**src/rtl/pipe_adder.sv**
```systemverilog
// Segmented pipelined adder with valid/ready flow control: each stage adds
// SEG bits and hands its carry on, so a result emerges NSEG cycles after acceptance.
module pipe_adder #(
  parameter int WIDTH = 32,
  parameter int SEG   = 8
) (
  input  logic             clk,
  input  logic             rst_n,
  input  logic             in_valid,
  output logic             in_ready,
  input  logic [WIDTH-1:0] a,
  input  logic [WIDTH-1:0] b,
  input  logic             ci,
  output logic             out_valid,
  input  logic             out_ready,
  output logic [WIDTH-1:0] s,
  output logic             cout,
  output logic             ovf
);

  localparam int NSEG = (SEG >= 1) ? WIDTH / SEG : 1;

  if (SEG < 1) begin : g_bad_seg
    $error("pipe_adder: SEG must be at least 1");
  end else if (WIDTH % SEG != 0) begin : g_bad_width
    $error("pipe_adder: WIDTH must be a multiple of SEG");
  end

  logic [NSEG-1:0] vld;
  logic [NSEG-1:0] ld;

  // A stage loads if any stage from it to the output is empty, or the output drains.
  for (genvar k = 0; k < NSEG; k++) begin : g_ld
    assign ld[k] = out_ready | ~(&vld[NSEG-1:k]);
  end

  for (genvar k = 0; k < NSEG; k++) begin : g_stage
    localparam int IN_W = WIDTH - k * SEG;

    logic [IN_W-1:0]  a_in;
    logic [IN_W-1:0]  b_in;
    logic [WIDTH-1:0] s_in;
    logic             c_in;
    logic             v_in;
    logic [SEG:0]     seg_sum;
    logic [WIDTH-1:0] s_d;
    logic             vld_q;
    logic             cy_q;
    logic [WIDTH-1:0] sum_q;

    if (k == 0) begin : g_src
      assign a_in = a;
      assign b_in = b;
      assign s_in = '0;
      assign c_in = ci;
      assign v_in = in_valid;
    end else begin : g_src
      assign a_in = g_stage[k-1].g_fwd.opa_q;
      assign b_in = g_stage[k-1].g_fwd.opb_q;
      assign s_in = g_stage[k-1].sum_q;
      assign c_in = g_stage[k-1].cy_q;
      assign v_in = g_stage[k-1].vld_q;
    end

    assign seg_sum = {1'b0, a_in[SEG-1:0]} + {1'b0, b_in[SEG-1:0]} + {{SEG{1'b0}}, c_in};

    always_comb begin
      s_d = s_in;
      s_d[k*SEG +: SEG] = seg_sum[SEG-1:0];
    end

    always_ff @(posedge clk) begin
      if (!rst_n) begin
        vld_q <= 1'b0;
        cy_q  <= 1'b0;
        sum_q <= '0;
      end else if (ld[k]) begin
        vld_q <= v_in;
        cy_q  <= seg_sum[SEG];
        sum_q <= s_d;
      end
    end

    assign vld[k] = vld_q;

    if (k < NSEG - 1) begin : g_fwd
      // Only the not-yet-added operand bits travel on, shrinking stage by stage.
      localparam int REM = IN_W - SEG;
      logic [REM-1:0] opa_q;
      logic [REM-1:0] opb_q;

      always_ff @(posedge clk) begin
        if (!rst_n) begin
          opa_q <= '0;
          opb_q <= '0;
        end else if (ld[k]) begin
          opa_q <= a_in[IN_W-1:SEG];
          opb_q <= b_in[IN_W-1:SEG];
        end
      end
    end else begin : g_out
      logic ovf_d;
      logic ovf_q;

      // Carry into the MSB is recovered as a^b^sum at that bit.
      assign ovf_d = a_in[SEG-1] ^ b_in[SEG-1] ^ seg_sum[SEG-1] ^ seg_sum[SEG];

      always_ff @(posedge clk) begin
        if (!rst_n) begin
          ovf_q <= 1'b0;
        end else if (ld[k]) begin
          ovf_q <= ovf_d;
        end
      end
    end
  end

  assign in_ready  = rst_n & ld[0];
  assign out_valid = g_stage[NSEG-1].vld_q;
  assign s         = g_stage[NSEG-1].sum_q;
  assign cout      = g_stage[NSEG-1].cy_q;
  assign ovf       = g_stage[NSEG-1].g_out.ovf_q;

endmodule

```
**config.mk**
```make
export PLATFORM = sky130hd
export DESIGN_NAME = pipe_adder
export DESIGN_NICKNAME = d
export VERILOG_FILES = /design/src/rtl/pipe_adder.sv
export SDC_FILE = /design/constraint.sdc
export NUM_CORES = 1
export LEC_CHECK = 0
export CORE_MARGIN = 2
export CORE_UTILIZATION = 51
export DETAILED_ROUTE_END_ITERATION = 12
export GPL_TIMING_DRIVEN = 0
export HOLD_SLACK_MARGIN = 0.08
export PLACE_DENSITY = 0.75
export SLEW_MARGIN = 20
export SYNTH_ARGS = -nofsm -noshare
export SYNTH_HDL_FRONTEND = slang
export SYNTH_SLANG_ARGS = --single-unit
```
**constraint.sdc**
```tcl
create_clock -name clk -period 6.5 [get_ports clk]
set_input_delay 0.65 -clock clk [delete_from_list [all_inputs] [get_ports clk]]
set_output_delay 0.65 -clock clk [all_outputs]
set_load 0.03 [all_outputs]
```
; ---- After elaboration in Yosys (flattened, before gate mapping)
; Cells that the tools add are included.
[totals]
output_inout_bits = 36
in_bits = 69
ff_bits = 185
word_cells = 42
[op_classes]
addsub = 8
n_reduce_logical = 3
n_bitwise = 12
[op_table]
columns = op, count
row1 = adder 8 x 8 -> 9 bit, 4
row2 = adder 9 x 1 -> 9 bit, 4
row3 = inverter 1 bit, 4
row4 = OR 1 bit, 4
row5 = AND reduction 4 bit, 1
row6 = AND reduction 3 bit, 1
row7 = XOR 1 bit, 3
row8 = AND reduction 2 bit, 1
row9 = AND 1 bit, 1

; ---- Longest topological paths before layout
; Gate-level depths: netlist of the first run.
[logic_depth]
word_depth = 4
depth_mapped = 8
ltp_nobuf = 7

; ---- Least setup slack after synthesis of the first run
; No wires, ideal clock.
[synth_timing]
path_type = input to register
startpoint = input a[0]
endpoint = register g_stage[0].cy_q
required_time_ps = 6383
setup_slack_ps = 3978
t_arrival_ps = 2405
path_buffers = 0
setup_time_ps = 117
cell_stages = 7
cell_sequence = fa_1 fa_1 a211oi_1 o21bai_1 a21oi_1 o21bai_1 a32o_1
[synth_via]
elab_chain_len = 2
[synth_lines]
columns = element, line
row1 = "start, declared", 11  ; input logic [WIDTH-1:0] a,
row2 = adder 8 x 8 -> 9 bit, 65  ; assign seg_sum = {1'b0, a_in[SEG-1:0]} + {1'b0, b_in[SEG-1:0]} + {{SEG{1'b0}}, c_in};
row3 = adder 9 x 1 -> 9 bit, 65
row4 = "end signal, assigned", 79  ; cy_q <= seg_sum[SEG];
row5 = "end, declared", 48  ; logic cy_q;
; Every way passes these cells.
; A chain may end at the register's enable or synchronous reset.

; ---- Worst setup path after layout of the first run
[layout_timing]
startpoint = input out_ready
endpoint = output in_ready
[layout_via]
elab_chain_len = 2
[layout_lines]
columns = element, line
row1 = "start, declared", 15  ; input logic out_ready,
row2 = OR 1 bit, 34  ; assign ld[k] = out_ready | ~(&vld[NSEG-1:k]);
row3 = AND 1 bit, 118  ; assign in_ready = rst_n & ld[0];
row4 = "end, declared", 10  ; output logic in_ready,
; Every way passes these cells.

==> flow_summary.ini, run 1 <==
[synth]
ys_types = 46
yosysSeqAreaShare_pct = 46.0
synth_edf_count = 0
synth_top_cell_area_share_pct = 46.0
synth.top_cells.by_count = nand2_1 (332), dfxtp_1 (185), a21boi_0 (142), clkbuf_1 (53)
synth_nets = 1057
synth_area_per_cell_um2 = 8.47
synth_area_um2 = 8060
yosys_warnings = 0
ys.flop_type = dfxtp_1
ys_seq_elements = 185
synthTopCellsByArea = dfxtp_1 (46%), nand2_1 (15%), a21boi_0 (13%), ha_1 (4.3%), clkbuf_1 (2.5%)
synth.most_common_cell = nand2_1
ys_async_sr_fraction_pct = 0
syn_inst = 952
yosysTopAreaCell = dfxtp_1

[placed_design]
post_dp_cell_area_um2 = 9350
port_buffers = 103
gp_congestion = 0.886
dp_hpwl_mm = 14.4

[timing]
finalSetupViolations = 0
slew_headroom_pct = 53.5
maxSlewViolCount = 0
worstMarginPinSlew_ns = 0.698
fmax_mhz = 294
finalCritPeriodShare_pct = 52.3
fin_skew_ns = 0.0103
fin_tns_setup_ns = 0
hold_viol_final = 0
hold_ws_ns = 0.453
min_period_ns = 3.40
rsz0062_at_grt = no

[detailed_routing]
routed_via_density = 5.25
wl_per_cell_um = 14.8
ant_nets = 0
wl_mm = 19.2
firstDrtPassIters = 5
vias = 6810
drc = 0
drt_iter0_drc = 338

[worst_setup_path]
cp-end-kind = output port
path_max_fanout = 9
crit_top_cell = clkdlybuf4s50_1
worst_ep_required_time_ns = 5.85
criticalPathCategory = primary input to output port
worstPathArrival_ns = 2.75
r2r_end = g_stage[2].cy_q
r2r_cells = 7
worstSetupStartpointType = primary input
crit_slowest_cell = clkdlybuf4s50_1
regToRegSetupSlack_ns = 4.19
critPathMaxStageDelay_ns = 0.68
r2r-start = g_stage[1].cy_q
worstPathCellList = clkdlybuf4s50_1, and4b_1, buf_2, nand2_1, and2_1, clkdlybuf4s50_1

[cts]
root_buffer = clkbuf_16
cts_made_buffers = 17
clock_path_buffers = 2
cts.sinks = 185
cts_tree = done
cts_hold_buf = 0
cts_max_level = 4
postCtsSetupBuffers = 0
insertion_delay_ns = 0.43
cts_resized = 0
clk_pin_slew_ns = 0.07

[floorplanning]
floorplan.initialDensity_pct = 52.6
die_w_um = 130
die_area_um2 = 16800
die_h_um = 130
coreArea_um2 = 15300
io_pins = 105
rows = 45

[hold_path]
min_path_type = flip-flop to flip-flop
hp-start = g_stage[0].g_fwd.opa_q[18]
hold_end = g_stage[0].g_fwd.opa_q[18]
hold_depth = 2

[finish]
num_antenna_cells = 0
syn2layout_area_growth_pct = 23.1
final_nets = 1179
drive_gt1_share_pct = 4.05
design_area_um2 = 9920

[power_and_ir_drop]
power_density_nw_per_um2 = 248
ir_drop_v = 0.000192
power_leakage_nw = 3.91

[grt]
antenna_found_initial = 0
overflow = 0
grt_usage_pct = 23.7
grt_max_degree = 17
grt_pass1_wl_mm = 31.1
grt_pass1_vias = 6333

[job]
cap_violations = 0

[outcome]
status = complete, no violations
==> state kept, by name, indices dropped and copies added (netlist names) <==
signal and count:
g_stage.cy_q 3, ovf 1, g_stage.sum_q 48, cout 1, g_stage.g_fwd.opa_q 48, g_stage.g_fwd.opb_q 48
g_stage.vld_q 3, out_valid 1, s 32
==> worst max path at each step <==
stage | from | endpoint | slack, ns
2_1_floorplan | a[0] | g_stage[0].cy_q | 3.98
3_3_place_gp | out_ready | in_ready | 3.10
3_5_place_dp | out_ready | in_ready | 3.11
4_1_cts | out_ready | in_ready | 3.09
5_1_grt | out_ready | in_ready | 3.01
6_report | out_ready | in_ready | 3.10
==> power by group <==
part,internal [mW],leakage [nW],switching (mW),total [mW]
Clock,0.560,0.279,0.436,0.996
Combinational,0.122,2.11,0.117,0.239
Sequential,1.19,1.52,0.0351,1.23
==> routing by layer <==
metal / vias to the layer above / part of all wire (%) / global-route usage [%]
met5: - / 0 / 0
met4: 0 / 1.6 / 8.03
met3: 25 / 4.8 / 4.39
met2: 169 / 44 / 37.1
met1: 3141 / 50 / 33.0
li1: 3475 / - / -
==> cell usage in the layout, fill, tap and decap left out, types with 15 or more instances in the layout <==
cell,count
nand4_1,15
a21boi_0,142
nand2_1,332
clkbuf_1,55
clkbuf_16,17
nand3_1,15
clkdlybuf4s50_1,103
dfxtp_1,185
o21ai_0,28
ha_1,28
==> cell type report <==
class                      instances  area [µm²]
inverter                           2        7.51
timing repair buffer             103        1030
sequential                       185        3700
fill                            1368        5400
buffer                            65         263
multi-input combinational        700        4090
clock buffer                      22         474
tap                              211         264
clock inverter                     9        90.1
==> logic make-up (layout without fill, tap and decap cells) <==
logic type               after synthesis  count (layout)  share of synthesized area (%)
AND/OR/NAND/NOR                      413             413                           21.8
adder cells (fa/ha/maj)               36              36                           6.33
XOR/XNOR                               6               6                          0.652
buffers and inverters                 67             201                           3.35
AO/OA/AOI/OAI                        244             244                           21.7
flip-flops                           185             185                           46.0
multiplexers                           1               1                          0.124
==> critical path: cells and delay by family <==
family	cells	cell delay (ns)
buffers and inverters	3	1.39
and+or+nand+nor	3	0.71
==> per-stage QoR <==
step	worst slack [ns]	util [%]	total power, mW	instances
after floorplan	3.98	-	1.38	952
after global placement	3.10	61.1	1.48	1266
after detailed placement	3.11	61.1	1.49	1266
after CTS	3.09	64.8	2.47	1297
after global routing	3.01	64.8	2.55	1297
final	3.10	64.8	2.46	1297
Power figures use the tool's default switching activity.
==> run 2: changes to the inputs <==
--- a/config.mk
+++ b/config.mk
@@ -6,11 +6,11 @@
 export NUM_CORES = 1
 export LEC_CHECK = 0
 export CORE_MARGIN = 2
-export CORE_UTILIZATION = 51
+export CORE_UTILIZATION = 50
 export DETAILED_ROUTE_END_ITERATION = 12
 export GPL_TIMING_DRIVEN = 0
 export HOLD_SLACK_MARGIN = 0.08
-export PLACE_DENSITY = 0.75
+export PLACE_DENSITY = 0.76
 export SLEW_MARGIN = 20
 export SYNTH_ARGS = -nofsm -noshare
 export SYNTH_HDL_FRONTEND = slang
==> constraint.sdc (replaced) <==
create_clock -name clk -period 2.85 [get_ports clk]
set_input_delay 0.285 -clock clk [delete_from_list [all_inputs] [get_ports clk]]
set_output_delay 0.285 -clock clk [all_outputs]
set_load 0.03 [all_outputs]
==> run 2 against run 1 <==
  * Count of clock-buffer cells in the layout did not move
  * Non-clock buffer count is the same
  * Largest cell class unchanged
  * Global-route usage grew 0.38 points
  * First-iteration DRC count increased by 51%
  * Sequential cell count unchanged
  * Total power up 130%
  * Sequential power up 130%
  * Highest routed layer unchanged
==> flow_summary.ini, run 2 (synthesized netlist as in run 1, its figures left out) <==
[power_and_ir_drop]
p_switching_mw = 1.34
power_density_nw_per_um2 = 575
pwr-share-comb_pct = 9.5
power_leakage_nw = 3.91
p_sw_share_pct = 23.5
p_int_mw = 4.38
clockPowerShare_pct = 41.6
ir_drop_v = 0.000403
sequentialPowerShare_pct = 48.9

[placed_design]
post_dp_cell_area_um2 = 9360
place_ws_ns = 0.0904
dp_hpwl_mm = 14.8
gp_congestion = 0.880
port_buffers = 103

[floorplanning]
coreArea_um2 = 15800
die_h_um = 131
die_area_um2 = 17100
floorplan.initialDensity_pct = 50.9
rows = 46
io_pins = 105
die_w_um = 131

[worst_setup_path]
cp-end-kind = output port
r2r_end = g_stage[2].cy_q
criticalPathCategory = primary input to output port
regToRegSetupSlack_ns = 0.50
r2r-start = g_stage[1].cy_q
worst_ep_required_time_ns = 2.57
worstPathArrival_ns = 2.39
worstSetupStartpointType = primary input
path_max_fanout = 9
r2r_cells = 7

[finish]
multi_input_area_um2 = 4090
num_antenna_cells = 0
register_area_um2 = 3700
syn2layout_area_growth_pct = 23.6
postLayoutCoreUtil_pct = 62.9
fillers = 1376
design_area_um2 = 9960
final_nets = 1179
drive_gt1_share_pct = 4.14
final_common_cell = nand2_1
layout_common_cells = nand2_1 (332), dfxtp_1 (185), a21boi_0 (142), clkdlybuf4s50_1 (103), clkbuf_1 (54)
top_regs = g_stage.g_fwd.opa_q (48), g_stage.g_fwd.opb_q (48), g_stage.sum_q (48)

[detailed_routing]
drt_iter0_drc = 509
ant_nets = 0
routed_via_density = 5.24
drc = 0
vias = 6820
firstDrtPassIters = 5
wl_mm = 19.6
wl_per_cell_um = 15.1

[timing]
hold_viol_final = 0
slew_headroom_pct = 57.8
fin_skew_ns = 0.00730
min_period_ns = 2.68
finalCritPeriodShare_pct = 93.9
maxSlewViolCount = 0
rsz0062_at_grt = no
finalSetupViolations = 0
worstMarginPinSlew_ns = 0.633
fmax_mhz = 374
worst_slack_ns = 0.174
fin_tns_setup_ns = 0
hold_ws_ns = 0.401

[cts]
cts_max_level = 4
clk_pin_slew_ns = 0.06
cts_resized = 0
postCtsSetupBuffers = 0
cts_made_buffers = 17
cts_hold_buf = 0
cts.sinks = 185
cts_tree = done
root_buffer = clkbuf_16
clock_path_buffers = 2
insertion_delay_ns = 0.43

[grt]
overflow = 0
grt_usage_pct = 24.0
grt_pass1_wl_mm = 32.0
grt_max_degree = 17
grt_pass1_vias = 6376
antenna_found_initial = 0

[hold_path]
hp-start = a[23]
hold_end = g_stage[0].g_fwd.opa_q[15]
hold_depth = 3
min_path_type = primary input to flip-flop

[job]
cap_violations = 0

[outcome]
status = complete, no violations
-- run 2: worst max path at each step --
stage                     startpoint               to  cells after the start  slack (ns)
final                      out_ready         in_ready                      6        0.17
after global routing       out_valid         in_ready                      5        0.11
after CTS                  out_ready         in_ready                      6        0.20
after detailed placement        a[0]  g_stage[0].cy_q                      8        0.09
after global placement          a[0]  g_stage[0].cy_q                      8        0.09
after floorplan                 a[0]  g_stage[0].cy_q                      7        0.69
-- run 2: power groups by stage --
| stage | Combinational [mW] | Clock (mW) | Sequential [mW] |
|---|---|---|---|
| 6_report | 0.547 | 2.38 | 2.80 |
| 4_1_cts | 0.546 | 2.40 | 2.80 |
| 3_5_place_dp | 0.539 | 0 | 2.86 |
| 2_1_floorplan | 0.293 | 0 | 2.86 |
| 5_1_grt | 0.609 | 2.52 | 2.81 |
| 3_3_place_gp | 0.530 | 0 | 2.85 |
-- run 2: routing by layer --
metal  part of all wire (%)  track usage (%)  wire (µm)  vias to the layer above
li1                       -                -          -                     3483
met1                     47             32.5       9300                     3115
met5                      0                0          0                        -
met3                    6.1             5.25       1190                       25
met4                    1.7             7.38        336                        0
met2                     45             38.7       8810                      197
-- run 2: layout make-up --
type                            count  area share (%)
Inverter                            2          0.0754
Clock inverter                      9            1.14
Buffer                             65            2.64
Timing Repair Buffer              103            10.4
Multi-Input combinational cell    700            41.0
Sequential cell                   185            37.2
Clock buffer                       22            4.86
Tap cell                          216            2.71
-- run 2: critical path, stage by stage --
cell and delay (ns):
clkdlybuf4s50_1 0.54, and4b_1 0.21, buf_2 0.18, nand2_1 0.30
and2_1 0.21, clkdlybuf4s50_1 0.67
-- run 2: through the flow --
| step | power (mW) | instances |
|---|---|---|
| global route | 5.94 | 1302 |
| finish | 5.73 | 1302 |
| detailed placement | 3.40 | 1271 |
| global placement | 3.38 | 1271 |
| floorplan | 3.16 | 952 |
| CTS | 5.75 | 1302 |
